===== config.mk =====
export PLATFORM = sky130hd
export DESIGN_NAME = block_edit_ctrl_flat
export DESIGN_NICKNAME = d
export VERILOG_FILES = /design/src/rtl/block_edit_ctrl_if.sv /design/src/rtl/block_edit_ctrl.sv /design/src/flat_wrapper.sv
export SDC_FILE = /design/constraint.sdc
export NUM_CORES = 1
export LEC_CHECK = 0
export BUFFER_PORTS_ARGS = -buffer_cell sky130_fd_sc_hd__buf_2
export CAP_MARGIN = 15
export CORE_AREA = 2 2 85 87
export CTS_CLUSTER_DIAMETER = 80
export DETAILED_ROUTE_END_ITERATION = 16
export DIE_AREA = 0 0 87 89
export PLACE_DENSITY = 0.83
export SYNTH_ARGS = -nofsm -noshare
export SYNTH_HDL_FRONTEND = slang
export SYNTH_SLANG_ARGS = --single-unit
export TNS_END_PERCENT = 10

===== constraint.sdc =====
create_clock -name clk -period 3.8 [get_ports clk]
set_input_delay 0.19 -clock clk [delete_from_list [all_inputs] [get_ports clk]]
set_output_delay 0.19 -clock clk [all_outputs]
set_load 0.005 [all_outputs]

===== src/rtl/block_edit_ctrl_if.sv =====
// Bundle of the block editor's front-end and datapath signals.
// master: mouse/keyboard front ends and recogniser (drive inputs, observe outputs).
// slave : block_edit_ctrl (observes inputs, drives highlight/canvas/recogniser/word RAM).
interface block_edit_ctrl_if;
    logic [9:0] mouse_x;
    logic [8:0] mouse_y;
    logic       mouse_l_click;
    logic       mouse_r_click;
    logic       key_commit;
    logic       key_cancel;
    logic       rec_done;
    logic [7:0] rec_code;
    logic [4:0] mouse_x_block;
    logic [3:0] mouse_y_block;
    logic       editing;
    logic [8:0] writing_block_pos;
    logic       canvas_clr;
    logic       canvas_we_en;
    logic       rec_start;
    logic       word_we;
    logic [8:0] word_addr;
    logic [7:0] word_data;
    logic       busy;

    modport master (
        output mouse_x, mouse_y, mouse_l_click, mouse_r_click, key_commit, key_cancel,
               rec_done, rec_code,
        input  mouse_x_block, mouse_y_block, editing, writing_block_pos, canvas_clr,
               canvas_we_en, rec_start, word_we, word_addr, word_data, busy
    );

    modport slave (
        input  mouse_x, mouse_y, mouse_l_click, mouse_r_click, key_commit, key_cancel,
               rec_done, rec_code,
        output mouse_x_block, mouse_y_block, editing, writing_block_pos, canvas_clr,
               canvas_we_en, rec_start, word_we, word_addr, word_data, busy
    );
endinterface


===== src/rtl/block_edit_ctrl.sv =====
// Block-grid edit sequencer: maps the mouse to a block, runs per-block edit mode,
// clears the canvas, launches recognition and writes recognised codes to word RAM.
// Ports:
//   clk, rst_n : clock, asynchronous active-low reset
//   bus        : block_edit_ctrl_if.slave (mouse/key/recogniser inputs; highlight,
//                canvas, recogniser-start and word-RAM outputs)
// All outputs are registered and decoded from the next state, so they follow the
// state one clock after the triggering input and are zero while in reset.
module block_edit_ctrl #(
    parameter int unsigned GRID_W      = 20,
    parameter int unsigned GRID_H      = 15,
    parameter int unsigned CLR_CYCLES  = 1024,
    parameter int unsigned REC_TIMEOUT = 65535
) (
    input logic              clk,
    input logic              rst_n,
    block_edit_ctrl_if.slave bus
);
    localparam int unsigned ClrW = $clog2(CLR_CYCLES + 1);
    localparam int unsigned RecW = $clog2(REC_TIMEOUT + 1);

    typedef enum logic [2:0] {
        StClearInit, StIdle, StClear, StEdit, StRecog, StWrite
    } state_e;

    state_e            state_q, state_d;
    logic [ClrW-1:0]   clr_cnt_q, clr_cnt_d;
    logic [RecW-1:0]   rec_cnt_q, rec_cnt_d;
    logic [4:0]        xb_q, xb_d;
    logic [3:0]        yb_q, yb_d;
    logic              in_range_q, in_range_d;
    logic [4:0]        pos_x_q, pos_x_d;
    logic [3:0]        pos_y_q, pos_y_d;
    logic [7:0]        code_q, code_d;
    logic              editing_q, editing_d;
    logic              canvas_clr_q, canvas_clr_d;
    logic              we_en_q, we_en_d;
    logic              rec_start_q, rec_start_d;
    logic              word_we_q, word_we_d;
    logic              busy_q, busy_d;
    logic              click_ok;
    logic              same_block;

    // Block under the mouse, saturated to the grid edge for off-screen coordinates.
    always_comb begin
        xb_d = (bus.mouse_x[9:5] > 5'(GRID_W - 1)) ? 5'(GRID_W - 1) : bus.mouse_x[9:5];
        yb_d = (bus.mouse_y[8:5] > 4'(GRID_H - 1)) ? 4'(GRID_H - 1) : bus.mouse_y[8:5];
        in_range_d = (bus.mouse_x < 10'(GRID_W * 32)) && (bus.mouse_y < 9'(GRID_H * 32));
    end

    // Clicks act on the block currently shown by the registered highlight.
    assign click_ok   = bus.mouse_l_click && in_range_q;
    assign same_block = ({yb_q, xb_q} == {pos_y_q, pos_x_q});

    always_comb begin
        state_d   = state_q;
        clr_cnt_d = clr_cnt_q;
        rec_cnt_d = rec_cnt_q;
        pos_x_d   = pos_x_q;
        pos_y_d   = pos_y_q;
        code_d    = code_q;
        unique case (state_q)
            StClearInit: begin
                // Counts one extra step: the first cycle after reset only loads the
                // output register, so canvas_clr is still high for CLR_CYCLES clocks.
                clr_cnt_d = clr_cnt_q + ClrW'(1);
                if (clr_cnt_q == ClrW'(CLR_CYCLES)) begin
                    state_d   = StIdle;
                    clr_cnt_d = '0;
                end
            end
            StIdle: begin
                if (click_ok) begin
                    pos_x_d   = xb_q;
                    pos_y_d   = yb_q;
                    clr_cnt_d = '0;
                    state_d   = StClear;
                end
            end
            StClear: begin
                clr_cnt_d = clr_cnt_q + ClrW'(1);
                if (clr_cnt_q == ClrW'(CLR_CYCLES - 1)) begin
                    state_d   = StEdit;
                    clr_cnt_d = '0;
                end
            end
            StEdit: begin
                if (bus.key_cancel || bus.mouse_r_click) begin
                    state_d = StIdle;
                end else if (bus.key_commit) begin
                    rec_cnt_d = '0;
                    state_d   = StRecog;
                end else if (click_ok && !same_block) begin
                    pos_x_d   = xb_q;
                    pos_y_d   = yb_q;
                    clr_cnt_d = '0;
                    state_d   = StClear;
                end
            end
            StRecog: begin
                rec_cnt_d = rec_cnt_q + RecW'(1);
                if (bus.key_cancel) begin
                    state_d = StIdle;
                end else if (bus.rec_done) begin
                    code_d  = bus.rec_code;
                    state_d = StWrite;
                end else if (rec_cnt_q == RecW'(REC_TIMEOUT - 1)) begin
                    state_d = StIdle;
                end
            end
            StWrite: begin
                // Advance to the following block in reading order, wrapping the grid.
                if (pos_x_q == 5'(GRID_W - 1)) begin
                    pos_x_d = '0;
                    pos_y_d = (pos_y_q == 4'(GRID_H - 1)) ? '0 : pos_y_q + 4'd1;
                end else begin
                    pos_x_d = pos_x_q + 5'd1;
                end
                clr_cnt_d = '0;
                state_d   = StClear;
            end
            default: begin
                state_d = StIdle;
            end
        endcase
    end

    always_comb begin
        editing_d    = 1'b0;
        canvas_clr_d = 1'b0;
        we_en_d      = 1'b0;
        rec_start_d  = 1'b0;
        word_we_d    = 1'b0;
        busy_d       = 1'b0;
        unique case (state_d)
            StClearInit: begin
                canvas_clr_d = 1'b1;
                busy_d       = 1'b1;
            end
            StIdle: begin
            end
            StClear: begin
                canvas_clr_d = 1'b1;
                editing_d    = 1'b1;
                busy_d       = 1'b1;
            end
            StEdit: begin
                editing_d = 1'b1;
                we_en_d   = 1'b1;
            end
            StRecog: begin
                editing_d   = 1'b1;
                busy_d      = 1'b1;
                rec_start_d = (state_q != StRecog);
            end
            StWrite: begin
                editing_d = 1'b1;
                busy_d    = 1'b1;
                word_we_d = 1'b1;
            end
            default: begin
            end
        endcase
    end

    always_ff @(posedge clk or negedge rst_n) begin
        if (!rst_n) begin
            state_q      <= StClearInit;
            clr_cnt_q    <= '0;
            rec_cnt_q    <= '0;
            xb_q         <= '0;
            yb_q         <= '0;
            in_range_q   <= 1'b0;
            pos_x_q      <= '0;
            pos_y_q      <= '0;
            code_q       <= '0;
            editing_q    <= 1'b0;
            canvas_clr_q <= 1'b0;
            we_en_q      <= 1'b0;
            rec_start_q  <= 1'b0;
            word_we_q    <= 1'b0;
            busy_q       <= 1'b0;
        end else begin
            state_q      <= state_d;
            clr_cnt_q    <= clr_cnt_d;
            rec_cnt_q    <= rec_cnt_d;
            xb_q         <= xb_d;
            yb_q         <= yb_d;
            in_range_q   <= in_range_d;
            pos_x_q      <= pos_x_d;
            pos_y_q      <= pos_y_d;
            code_q       <= code_d;
            editing_q    <= editing_d;
            canvas_clr_q <= canvas_clr_d;
            we_en_q      <= we_en_d;
            rec_start_q  <= rec_start_d;
            word_we_q    <= word_we_d;
            busy_q       <= busy_d;
        end
    end

    assign bus.mouse_x_block     = xb_q;
    assign bus.mouse_y_block     = yb_q;
    assign bus.editing           = editing_q;
    assign bus.writing_block_pos = {pos_y_q, pos_x_q};
    assign bus.canvas_clr        = canvas_clr_q;
    assign bus.canvas_we_en      = we_en_q;
    assign bus.rec_start         = rec_start_q;
    assign bus.word_we           = word_we_q;
    assign bus.word_addr         = {pos_y_q, pos_x_q};
    assign bus.word_data         = code_q;
    assign bus.busy              = busy_q;
endmodule

===== src/flat_wrapper.sv =====
// flat-port wrapper written by rule: the top's interface ports become plain ports
module block_edit_ctrl_flat 
#(
    parameter int unsigned GRID_W      = 20,
    parameter int unsigned GRID_H      = 15,
    parameter int unsigned CLR_CYCLES  = 1024,
    parameter int unsigned REC_TIMEOUT = 65535
)
  (clk, rst_n, bus_mouse_x, bus_mouse_y, bus_mouse_l_click, bus_mouse_r_click, bus_key_commit, bus_key_cancel, bus_rec_done, bus_rec_code, bus_mouse_x_block, bus_mouse_y_block, bus_editing, bus_writing_block_pos, bus_canvas_clr, bus_canvas_we_en, bus_rec_start, bus_word_we, bus_word_addr, bus_word_data, bus_busy);
  block_edit_ctrl_if bus_i ();
  input logic clk;
  input logic rst_n;
  input wire logic [$bits(bus_i.mouse_x)-1:0] bus_mouse_x;
  input wire logic [$bits(bus_i.mouse_y)-1:0] bus_mouse_y;
  input wire logic [$bits(bus_i.mouse_l_click)-1:0] bus_mouse_l_click;
  input wire logic [$bits(bus_i.mouse_r_click)-1:0] bus_mouse_r_click;
  input wire logic [$bits(bus_i.key_commit)-1:0] bus_key_commit;
  input wire logic [$bits(bus_i.key_cancel)-1:0] bus_key_cancel;
  input wire logic [$bits(bus_i.rec_done)-1:0] bus_rec_done;
  input wire logic [$bits(bus_i.rec_code)-1:0] bus_rec_code;
  output wire logic [$bits(bus_i.mouse_x_block)-1:0] bus_mouse_x_block;
  output wire logic [$bits(bus_i.mouse_y_block)-1:0] bus_mouse_y_block;
  output wire logic [$bits(bus_i.editing)-1:0] bus_editing;
  output wire logic [$bits(bus_i.writing_block_pos)-1:0] bus_writing_block_pos;
  output wire logic [$bits(bus_i.canvas_clr)-1:0] bus_canvas_clr;
  output wire logic [$bits(bus_i.canvas_we_en)-1:0] bus_canvas_we_en;
  output wire logic [$bits(bus_i.rec_start)-1:0] bus_rec_start;
  output wire logic [$bits(bus_i.word_we)-1:0] bus_word_we;
  output wire logic [$bits(bus_i.word_addr)-1:0] bus_word_addr;
  output wire logic [$bits(bus_i.word_data)-1:0] bus_word_data;
  output wire logic [$bits(bus_i.busy)-1:0] bus_busy;
  assign bus_i.mouse_x = bus_mouse_x;
  assign bus_i.mouse_y = bus_mouse_y;
  assign bus_i.mouse_l_click = bus_mouse_l_click;
  assign bus_i.mouse_r_click = bus_mouse_r_click;
  assign bus_i.key_commit = bus_key_commit;
  assign bus_i.key_cancel = bus_key_cancel;
  assign bus_i.rec_done = bus_rec_done;
  assign bus_i.rec_code = bus_rec_code;
  assign bus_mouse_x_block = bus_i.mouse_x_block;
  assign bus_mouse_y_block = bus_i.mouse_y_block;
  assign bus_editing = bus_i.editing;
  assign bus_writing_block_pos = bus_i.writing_block_pos;
  assign bus_canvas_clr = bus_i.canvas_clr;
  assign bus_canvas_we_en = bus_i.canvas_we_en;
  assign bus_rec_start = bus_i.rec_start;
  assign bus_word_we = bus_i.word_we;
  assign bus_word_addr = bus_i.word_addr;
  assign bus_word_data = bus_i.word_data;
  assign bus_busy = bus_i.busy;
  block_edit_ctrl #(.GRID_W(GRID_W), .GRID_H(GRID_H), .CLR_CYCLES(CLR_CYCLES), .REC_TIMEOUT(REC_TIMEOUT)) u_core (.clk(clk), .rst_n(rst_n), .bus(bus_i));
endmodule

==> results of run 1 <==
worst paths after layout:
kind | startpoint | to
max | u_core.state_q[0] | u_core.rec_cnt_q[13]
min in group asynchronous | rst_n | u_core.bus.rec_start
min | bus_mouse_x[5] | u_core.bus.mouse_x_block[0]
max reg2reg | u_core.state_q[0] | u_core.rec_cnt_q[13]
max in group asynchronous | rst_n | u_core.clr_cnt_q[5]
min reg2reg | u_core.bus.word_data[5] | u_core.bus.word_data[5]
per-layer routing:
layer / track usage / vias up / wire length, µm
met5: 0 / - / 0
met4: 0.0653 / 0 / 81
met2: 0.374 / 98 / 3910
li1: - / 1392 / -
met3: 0.0619 / 6 / 410
met1: 0.244 / 1430 / 3260
placed cells by master, fill, tap and decap left out, types with 6 or more instances in the layout:
cell type,netlist,layout
xor2_1,7,7
dfrtp_1,63,63
and3_1,6,6
mux2_2,12,12
o31ai_1,9,9
o21ai_0,14,14
inv_1,17,17
xnor2_1,12,12
buf_2,3,64
nand2_1,21,21
or3_1,8,8
nand3_1,17,17
nor2_1,23,23
clkbuf_8,0,11
nand4_1,11,11
a21oi_1,13,13
layout make-up:
class | count | area, µm² | share of cell area
Clock buffer | 11 | 151 | 0.0372
Clock inverter | 5 | 104 | 0.0255
Inverter | 17 | 63.8 | 0.0157
Multi-Input combinational cell | 246 | 1690 | 0.414
Sequential cell | 63 | 1580 | 0.387
Tap cell | 80 | 100 | 0.0246
Timing Repair Buffer | 72 | 390 | 0.0959
state kept, by name, indices dropped and copies added, names as in the netlist, 3 cells and up:
name and flops:
u_core.pos_y_q 4, u_core.rec_cnt_q 16, u_core.clr_cnt_q 11, u_core.bus.mouse_y_block 4, u_core.state_q 3, u_core.pos_x_q 5, u_core.bus.mouse_x_block 5, u_core.bus.word_data 8
cells in the mapped netlist, types with 3 or more instances:
library cell / n
a211o_1: 3
a21oi_1: 13
a22o_1: 5
and2_1: 4
and3_1: 6
buf_2: 3
buf_4: 10
clkbuf_1: 8
dfrtp_1: 63
ha_1: 5
inv_1: 17
mux2_2: 12
nand2_1: 21
nand2b_1: 4
nand3_1: 17
nand4_1: 11
nor2_1: 23
nor2b_1: 5
nor3_1: 5
nor4_1: 3
nor4b_1: 4
o211ai_1: 3
o21a_1: 5
o21ai_0: 14
o22ai_1: 4
o31ai_1: 9
o41ai_1: 3
or2_2: 4
or3_1: 8
xnor2_1: 12
xor2_1: 7
power by group through the flow:
stage | Clock [µW] | Sequential (µW) | Combinational, µW
after floorplan | 0 | 1020 | 696
after global placement | 0 | 1090 | 820
after detailed placement | 0 | 1090 | 848
after CTS | 750 | 1090 | 857
after global routing | 782 | 1120 | 960
final | 737 | 1090 | 856
logic make-up after synthesis:
kind of cell	count (synthesis)	synth area share
compound gates	81	0.172
xor+xnor	19	0.0479
fa+ha+maj	5	0.0180
buf+inv	41	0.0605
flops	63	0.454
mux	13	0.0418
simple gates	128	0.206
per-stage QoR:
step / setup slack (ps) / hold WS, ps / cells
2_1_floorplan: 1580 / -106 / 350
3_3_place_gp: 1360 / 152 / 472
3_5_place_dp: 1260 / 159 / 472
4_1_cts: 1220 / 11.3 / 493
5_1_grt: 1090 / 11.9 / 494
6_report: 1280 / 23.8 / 494
timing repair:
action / 4_1_cts / 5_1_grt
hold endpoints to repair: 24 / 0
setup endpoints to repair: 0 / 0
hold buffers: 5 / 0
buffers inserted: 0 / 0
worst reg2reg max path: stages, from the launching register on:
cell and delay [ps]:
dfrtp_1 660, nand2_1 190, o41ai_4 530, or4b_4 570, or3_1 320, a21oi_1 160
==> reports/results.tsv, run 1 <==
stage	metric	value	unit
run_status	outcome	completed	
power_and_ir_drop	Int Pwr	1730	µW
sta	Slew Viols, Final	0	
layout	diode count	0	
layout	# nets final	448	
layout	layout cell share with drive strength beyond 1	0.263	
layout	Fillers	565	
sta	max_slew headroom	0.447	
logic_synthesis	Post-synth top flop	dfrtp_1	
sta	measured slew at the worst slew-check pin	823	ps
clock_network	CTS Buffer Depth	2	
layout	final core utilization	0.606	
floorplanning	die height	89	µm
logic_synthesis	YS warnings	0	
power_and_ir_drop	Flop pwr share	0.407	
grt	total grt overflow	0	
placed_design	Final Wtd Congestion	0.838	
power_and_ir_drop	Pleak	0.00185	µW
logic_synthesis	Post-synth EDFFs	0	
critical_path	CP delay by family, top	simple AND/OR/NAND/NOR gates	
route	DRT iter0 DRCs	184	
clock_network	clk_lat worst skew	350	ps
logic_synthesis	cells after synthesis	350	
hold_path	worst hold stages	2	
power_and_ir_drop	Switch Pwr	957	µW
job	maxcap violations	0	
logic_synthesis	Seq/Total Area, Yosys	0.454	
route	final wirelength	7.66	mm
grt	initial antenna violation count	0	
logic_synthesis	top cell type by total area after synthesis	dfrtp_1	
clock_network	CTS resizes	0	
power_and_ir_drop	peak supply drop	0.000399	V
floorplanning	die area	0.00774	mm²
floorplanning	Initial Utilization	0.517	
route	vias per cell	5.92	
logic_synthesis	Async SR Flop Fraction	1.00	
clock_network	TritonCTS clock tree	done	
sta	period utilization	0.663	
critical_path	worst-path cell chain	nand2_1 -> o41ai_4 -> or4b_4 -> or3_1 -> a21oi_1	
layout	area grow syn2layout	17.3	%
logic_synthesis	top post-synthesis cells by area	dfrtp_1 45%, mux2_2 3.9%, xnor2_1 3.0%	
floorplanning	Core Footprint	0.00672	mm²
sta	Final setup viols	0	
floorplanning	FP Rows	30	
power_and_ir_drop	PD cells	659	mW/mm²
clock_network	Clock Pin Slew Worst Setup and Hold Paths	80	ps
critical_path	worst path buffer plus inverter count	0	
floorplanning	IO Pins	75	
placed_design	Post-DP Area	0.00376	mm²
clock_network	CTS sink count	63	
critical_path	crit end category	register	
route	DRC violations left	0	
sta	RSZ-0062 raised after global routing	no	
clock_network	TritonCTS Buffers	9	
grt	first-pass GRT wire length	12.6	mm
critical_path	R2R setup slack	1280	ps
grt	largest net degree at the start of global routing	44	
hold_path	Min-Delay Path Class	in -> reg	
route	post-route ant nets	0	
logic_synthesis	Yosys cell types	61	
sta	post-route setup TNS	0	ps
route	First-pass DRT Iterations	4	
clock_network	# H-tree levels	3	
power_and_ir_drop	Comb power frac	0.319	
layout	Design Area, Final	0.00407	mm²
route	DR vias	2926	
critical_path	Crit path largest cell delay	660	ps
logic_synthesis	Yosys reg bits	63	
logic_synthesis	Avg Inst Size Synth	9.92	µm²
logic_synthesis	Syn Nets	389	
critical_path	logic depth of the worst path, buffers included	5	
critical_path	Crit path arrival time	2780	ps
placed_design	IO buf count	64	
sta	clock skew	12.9	ps
power_and_ir_drop	clock group share of total power	0.275	
sta	Fmax achieved	397	MHz
grt	Total GRT Usage	0.210	
placed_design	Post-DP HPWL	5.38	mm
power_and_ir_drop	Final Power	2690	µW
power_and_ir_drop	Switching Share	0.356	
route	DR WL/cell	15.5	µm
critical_path	CP Launch Type	register	
logic_synthesis	Synth Cell Area	0.00347	mm²
clock_network	root buf cell	clkbuf_8	
grt	vias in the first global route	2743	
floorplanning	die width	87	µm
sta	final hold vios	0	
critical_path	Setup CP Type	reg -> reg	
critical_path	reg2reg path depth	5	
sta	Tmin final	2520	ps
critical_path	slowest stage cell on the critical path	dfrtp_1	
critical_path	CP max FO	17	
critical_path	WP data required	4060	ps
logic_synthesis	top-area cell type share of the netlist area	0.454	
Note: power is estimated with default switching activity, not from simulation.
==> run 2, diff against run 1 <==
- CORE_AREA: 2 2 85 87 -> 2 2 88 90
- DIE_AREA: 0 0 87 89 -> 0 0 90 92
- PLACE_DENSITY: 0.83 -> 0.81
- clock period: 3.8 -> 2 ns (I/O delays scaled with it)
==> run 2 against run 1 <==
Net effect:
- worst hold slack improved by 240 ps
- fmax is 28% higher
- cell area grew 13%
- critical path depth did not move
- global-route usage about the same
- core utilization grew 1.4 points
- worst setup slack got worse by 1200 ps
- die area rose by 6.9%
- largest cell class unchanged
- final cell count increased by 15%
==> reports/results.tsv, run 2 (synthesized netlist as in run 1, its figures left out) <==
stage	metric	value	unit	change
power_and_ir_drop	peak supply drop	0.000809	V	+100%
layout	most frequent cells in the layout	64 x buf_2, 60 x dfrtp_1, 43 x buf_4		
layout	layout cell share with drive strength beyond 1	0.366		+0.103
clock_network	Clock Pin Slew Worst Setup and Hold Paths	70	ps	about the same
grt	largest net degree at the start of global routing	39		-11%
run_status	outcome	completed		
floorplanning	FP Rows	32		+6.7%
power_and_ir_drop	Switching Share	0.369		+0.0124
placed_design	Placed Cells incl. Taps	525		+11%
sta	Tmin final	1970	ps	-553 ps
route	DR WL/cell	14.7	µm	-5.3%
layout	# nets final	502		+12%
layout	Biggest register	u_core.rec_cnt_q		
grt	initial antenna violation count	0		unchanged
route	vias per cell	5.52		-6.9%
clock_network	CTS sink count	63		unchanged
sta	final hold vios	0		unchanged
floorplanning	die height	92	µm	+3.4%
sta	period utilization	0.983		+0.320
layout	max reg flops	16		unchanged
layout	Design Area, Final	0.00462	mm²	+13%
grt	first-pass GRT wire length	14.1	mm	+12%
route	DRC violations left	0		unchanged
sta	Slew Viols, Final	0		unchanged
layout	commonest non-fill, non-tap cell in the layout	buf_2		
grt	Total GRT Usage	0.210		-0.000390
power_and_ir_drop	Comb power frac	0.435		+0.116
critical_path	Crit path largest cell delay	540	ps	-120 ps
placed_design	Final Wtd Congestion	0.885		+5.6%
floorplanning	die area	0.00828	mm²	+6.9%
critical_path	CP max FO	6		-11
critical_path	Crit path arrival time	2240	ps	-540 ps
power_and_ir_drop	Int Pwr	3320	µW	+92%
sta	measured slew at the worst slew-check pin	594	ps	-228 ps
grt	vias in the first global route	3138		+14%
power_and_ir_drop	Pleak	0.00214	µW	+16%
clock_network	# H-tree levels	3		unchanged
floorplanning	die width	90	µm	+3.4%
floorplanning	Core Footprint	0.00745	mm²	+11%
layout	diode count	0		unchanged
route	DRT iter0 DRCs	255		+39%
critical_path	worst-path cell chain	or3b_4 -> o41ai_4 -> or4b_4 -> or3_1 -> a21oi_2		
placed_design	IO buf count	64		unchanged
critical_path	slowest stage cell on the critical path	or4b_4		
placed_design	Post-DP Area	0.00405	mm²	+7.6%
job	maxcap violations	0		unchanged
floorplanning	IO Pins	75		unchanged
route	First-pass DRT Iterations	4		unchanged
layout	non-filler cells, final	569		+15%
placed_design	Post-DP HPWL	5.84	mm	+8.5%
critical_path	crit end category	register		
sta	RSZ-0062 raised after global routing	yes		
hold_path	Min-Delay Path Class	in -> reg		
route	post-route ant nets	0		unchanged
clock_network	CTS Buffer Depth	2		unchanged
power_and_ir_drop	Switch Pwr	1940	µW	+100%
route	final wirelength	8.35	mm	+9.1%
floorplanning	Initial Utilization	0.466		-0.0505
sta	max_slew headroom	0.604		+0.157
clock_network	TritonCTS clock tree	done		
power_and_ir_drop	clock group share of total power	0.194		-0.081
critical_path	Setup CP Type	reg -> reg		
clock_network	TritonCTS Buffers	9		unchanged
clock_network	root buf cell	clkbuf_8		
power_and_ir_drop	PD cells	1140	mW/mm²	+73%
sta	Final setup viols	0		unchanged
critical_path	WP data required	2270	ps	-1790 ps
layout	area grow syn2layout	32.9	%	
sta	Fmax achieved	509	MHz	+28%
clock_network	clk_lat worst skew	340	ps	about the same
route	DR vias	3139		+7.3%
power_and_ir_drop	Final Power	5260	µW	+96%
critical_path	CP Launch Type	register		
power_and_ir_drop	Flop pwr share	0.370		-0.037
grt	total grt overflow	0		unchanged
sta	clock skew	8.66	ps	-4.28 ps
==> run 2: power groups by stage <==
stage	registers (µW)	logic, µW	clock network, µW
after floorplan	1940	1330	0
after global placement	1920	1960	0
after detailed placement	1950	2030	0
after CTS	1930	2120	1060
after global routing	2000	2540	1110
final	1950	2290	1020
==> run 2: layer usage <==
metal / vias to the layer above / wire length [µm] / global-route usage
met4: 0 / 151 / 0.0949
met5: - / 0 / 0
met3: 17 / 419 / 0.0468
li1: 1497 / - / -
met2: 109 / 4380 / 0.380
met1: 1516 / 3400 / 0.235
==> run 2: critical path, delay by kind of cell, from the launching register on <==
family,cells,cell delay (ps)
AND/OR/NAND/NOR,3,1300
flip-flops,1,410
AO/OA/AOI/OAI,2,190
==> run 2: worst paths after layout <==
| path | from | endpoint | slack (ps) | cells after the start |
|---|---|---|---|---|
| worst max-delay path | u_core.state_q[1] | u_core.rec_cnt_q[13] | 30 | 5 |
| worst min-delay path | bus_rec_done | u_core.bus.editing | 260 | 4 |
| worst max register to register | u_core.state_q[1] | u_core.rec_cnt_q[13] | 30 | 5 |
| worst min register to register | u_core.bus.word_data[0] | u_core.bus.word_data[0] | 510 | 1 |
| max in group asynchronous | rst_n | u_core.pos_x_q[2] | 1080 | 3 |
| min in group asynchronous | rst_n | u_core.rec_cnt_q[13] | 290 | 2 |
==> run 2: metrics by stage <==
step / worst slack (ps) / setup TNS (ps) / util / hold WS, ps
after global placement: 18.3 / 0 / 0.544 / 139
after detailed placement: -18.0 / -32.3 / 0.544 / 145
final: 34.9 / 0 / 0.620 / 261
after floorplan: -49.6 / -212 / - / -196
after CTS: 4.52 / 0 / 0.597 / 240
after global routing: -71.3 / -431 / 0.620 / 269
==> run 2: final cells by class <==
cell class | instances | area [µm²]
flip-flops and latches | 63 | 1580
multi-input cells | 246 | 1820
fillers | 618 | 2830
inverters | 17 | 63.8
repair buffers | 126 | 843
well taps | 102 | 128
clock buffers | 10 | 128
clock inverters | 5 | 50.0
==> run 2: what timing repair did <==
| item | 4_1_cts | 5_1_grt |
|---|---|---|
| hold buffers | 18 | 0 |
| endpoints found under the setup margin | 8 | 21 |
| pin swaps | 1 | 10 |
| gates cloned | 0 | 0 |
| hold endpoints to repair | 42 | 0 |
| buffers inserted | 1 | 10 |
| resized for setup | 6 | 22 |
==> run 3, diff against run 2 <==
- CORE_AREA: 2 2 88 90 -> 2 2 123 65
- CTS_CLUSTER_SIZE: unset -> 24
- DIE_AREA: 0 0 90 92 -> 0 0 125 67
==> run 3 against run 2 <==
Net effect:
- cell area is 0.62% higher
- critical path depth stayed put
- core utilization up 2.4 points
- clock skew fell by 1.3 ps
- global-route usage decreased by 0.052 points
- sequential power shrank 3%
- sequential share of layout area is 0.27 points lower
- non-clock buffer count shrank 1
- sequential cell count unchanged
- total power up 7.5%
==> reports/results.tsv, run 3 (synthesized netlist as in run 1, its figures left out) <==
stage	metric	value	unit	change
run_status	outcome	completed		
critical_path	CP max FO	6		unchanged
grt	vias in the first global route	2895		-7.7%
hold_path	worst hold stages	2		-2
floorplanning	die width	125	µm	+39%
layout	layout cell share with drive strength beyond 1	0.352		-0.0142
power_and_ir_drop	Int Pwr	3670	µW	+11%
placed_design	Post-DP HPWL	5.70	mm	-2.5%
layout	final core utilization	0.644		+0.0242
grt	first-pass GRT wire length	13.7	mm	-3.3%
grt	Total GRT Usage	0.209		-0.000519
sta	Final setup viols	0		unchanged
clock_network	CTS sink count	63		unchanged
power_and_ir_drop	Pleak	0.00214	µW	about the same
layout	most frequent cells in the layout	64 x buf_2, 62 x dfrtp_1, 45 x buf_4		
hold_path	Min-Delay Path Class	in -> reg		
sta	post-route setup TNS	0	ps	unchanged
job	maxcap violations	0		unchanged
floorplanning	Core Footprint	0.00721	mm²	-3.2%
placed_design	Final Wtd Congestion	0.895		+1.1%
clock_network	TritonCTS Buffers	9		unchanged
sta	max_slew headroom	0.683		+0.0796
power_and_ir_drop	Switching Share	0.351		-0.0179
power_and_ir_drop	PD cells	1220	mW/mm²	+6.9%
route	DR WL/cell	15.0	µm	+2.0%
sta	worst setup margin	24.5	ps	-10.4 ps
clock_network	CTS Buffer Depth	2		unchanged
grt	Global Route met3 Usage	0.0659		+0.0190
layout	area grow syn2layout	33.7	%	
route	DRC violations left	0		unchanged
grt	met2 GRT Util	0.352		-0.0284
critical_path	Setup CP Type	reg -> reg		
route	vias per cell	5.57		+0.92%
floorplanning	die height	67	µm	-27%
sta	Fmax achieved	506	MHz	-0.53%
power_and_ir_drop	peak supply drop	0.000658	V	-19%
sta	period utilization	0.988		+0.00519
clock_network	clk_lat worst skew	330	ps	about the same
route	final wirelength	8.41	mm	+0.75%
layout	diode count	0		unchanged
critical_path	crit end category	register		
route	DR vias	3129		-0.32%
route	DRT iter0 DRCs	192		-25%
grt	total grt overflow	0		unchanged
clock_network	Clock Pin Slew Worst Setup and Hold Paths	50	ps	-20 ps
grt	met1 usage	0.257		+0.0217
sta	final hold vios	0		unchanged
critical_path	Crit path arrival time	2230	ps	about the same
clock_network	root buf cell	clkbuf_16		
critical_path	reg2reg path depth	5		unchanged
layout	Design Area, Final	0.00464	mm²	+0.62%
power_and_ir_drop	Flop pwr share	0.336		-0.034
layout	non-filler cells, final	562		-1.2%
floorplanning	Initial Utilization	0.482		+0.0152
power_and_ir_drop	Switch Pwr	1980	µW	+2.3%
clock_network	# H-tree levels	3		unchanged
floorplanning	IO Pins	75		unchanged
placed_design	Worst Setup Slack post-DPL	-18.2	ps	-0.132 ps
placed_design	Post-DP Area	0.00410	mm²	+1.4%
layout	# nets final	501		-0.20%
grt	GR peak layer	met2		
sta	Tmin final	1980	ps	+10.4 ps
grt	initial antenna violation count	0		unchanged
layout	max reg flops	16		unchanged
critical_path	CP Launch Type	register		
power_and_ir_drop	Comb power frac	0.406		-0.029
route	First-pass DRT Iterations	5		+1
route	post-route ant nets	0		unchanged
power_and_ir_drop	clock group share of total power	0.258		+0.064
sta	clock skew	7.32	ps	-1.34 ps
floorplanning	FP Rows	22		-31%
sta	measured slew at the worst slew-check pin	471	ps	-123 ps
placed_design	Placed Cells incl. Taps	529		+0.76%
grt	largest net degree at the start of global routing	26		-33%
layout	Biggest register	u_core.rec_cnt_q		
layout	commonest non-fill, non-tap cell in the layout	buf_2		
floorplanning	die area	0.00838	mm²	+1.1%
sta	Slew Viols, Final	0		unchanged
layout	Fillers	566		-8.4%
sta	RSZ-0062 raised after global routing	yes		
placed_design	IO buf count	64		unchanged
clock_network	TritonCTS clock tree	done		
critical_path	WP data required	2250	ps	-20 ps
==> run 3: changes by cell type in the layout (fill, tap and decap cells not counted), moves of 4 or more <==
cell and change:
clkinv_2 -4, xnor2_2 -4, clkbuf_8 -6, clkbuf_16 +9
xnor2_1 +4
==> run 3: critical path: stages (launching register included) <==
cell	delay (ps)
dfrtp_1	420
or3b_4	420
o41ai_4	70
or4b_4	530
or3_1	340
a21oi_2	120
==> run 3: per-stage QoR <==
step                      power [µW]  hold WS, ps
after floorplan                 3270         -196
after global placement          3950         70.3
after detailed placement        4020         67.9
after CTS                       5570        0.545
after global routing            6030         12.6
final                           5660         4.94
==> run 3: worst paths after layout <==
kind | start | end | slack [ps]
hold / removal | bus_mouse_x[7] | u_core.bus.mouse_x_block[2] | 5
max in group asynchronous | rst_n | u_core.state_q[2] | 1060
hold reg to reg | u_core.bus.word_data[7] | u_core.bus.word_data[7] | 500
setup / recovery | u_core.state_q[1] | u_core.rec_cnt_q[15] | 20
setup reg to reg | u_core.state_q[1] | u_core.rec_cnt_q[15] | 20
min in group asynchronous | rst_n | u_core.clr_cnt_q[9] | 250
==> run 3: power by group through the flow <==
| stage | Clock, µW | Sequential, µW | Combinational [µW] |
|---|---|---|---|
| 2_1_floorplan | 0 | 1940 | 1330 |
| 3_3_place_gp | 0 | 1880 | 2070 |
| 3_5_place_dp | 0 | 1900 | 2130 |
| 4_1_cts | 1490 | 1890 | 2190 |
| 5_1_grt | 1550 | 1950 | 2530 |
| 6_report | 1460 | 1900 | 2300 |
==> run 3: metal layers <==
layer | vias up | share of wire | routed length, µm
met5 | - | 0 | 0
met4 | 0 | 0.012 | 103
met3 | 13 | 0.052 | 441
met2 | 102 | 0.49 | 4120
met1 | 1517 | 0.45 | 3750
li1 | 1497 | - | -
==> run 3: repair_timing <==
action                                  4_1_cts  5_1_grt
buffers inserted                              1        1
resized for setup                             4       14
hold buffers                                 16        0
pin swaps                                     0        5
endpoints found under the hold margin        35        0
endpoints found under the setup margin        5       20
==> run 3: cell type report <==
cell class / instances / area, µm² / share of cell area
Timing Repair Buffer: 125 / 818 / 0.176
Sequential cell: 63 / 1580 / 0.340
Clock buffer: 13 / 270 / 0.0582
Clock inverter: 2 / 15.0 / 0.00323
Inverter: 17 / 63.8 / 0.0137
Multi-Input combinational cell: 246 / 1780 / 0.383
Tap cell: 96 / 120 / 0.0259
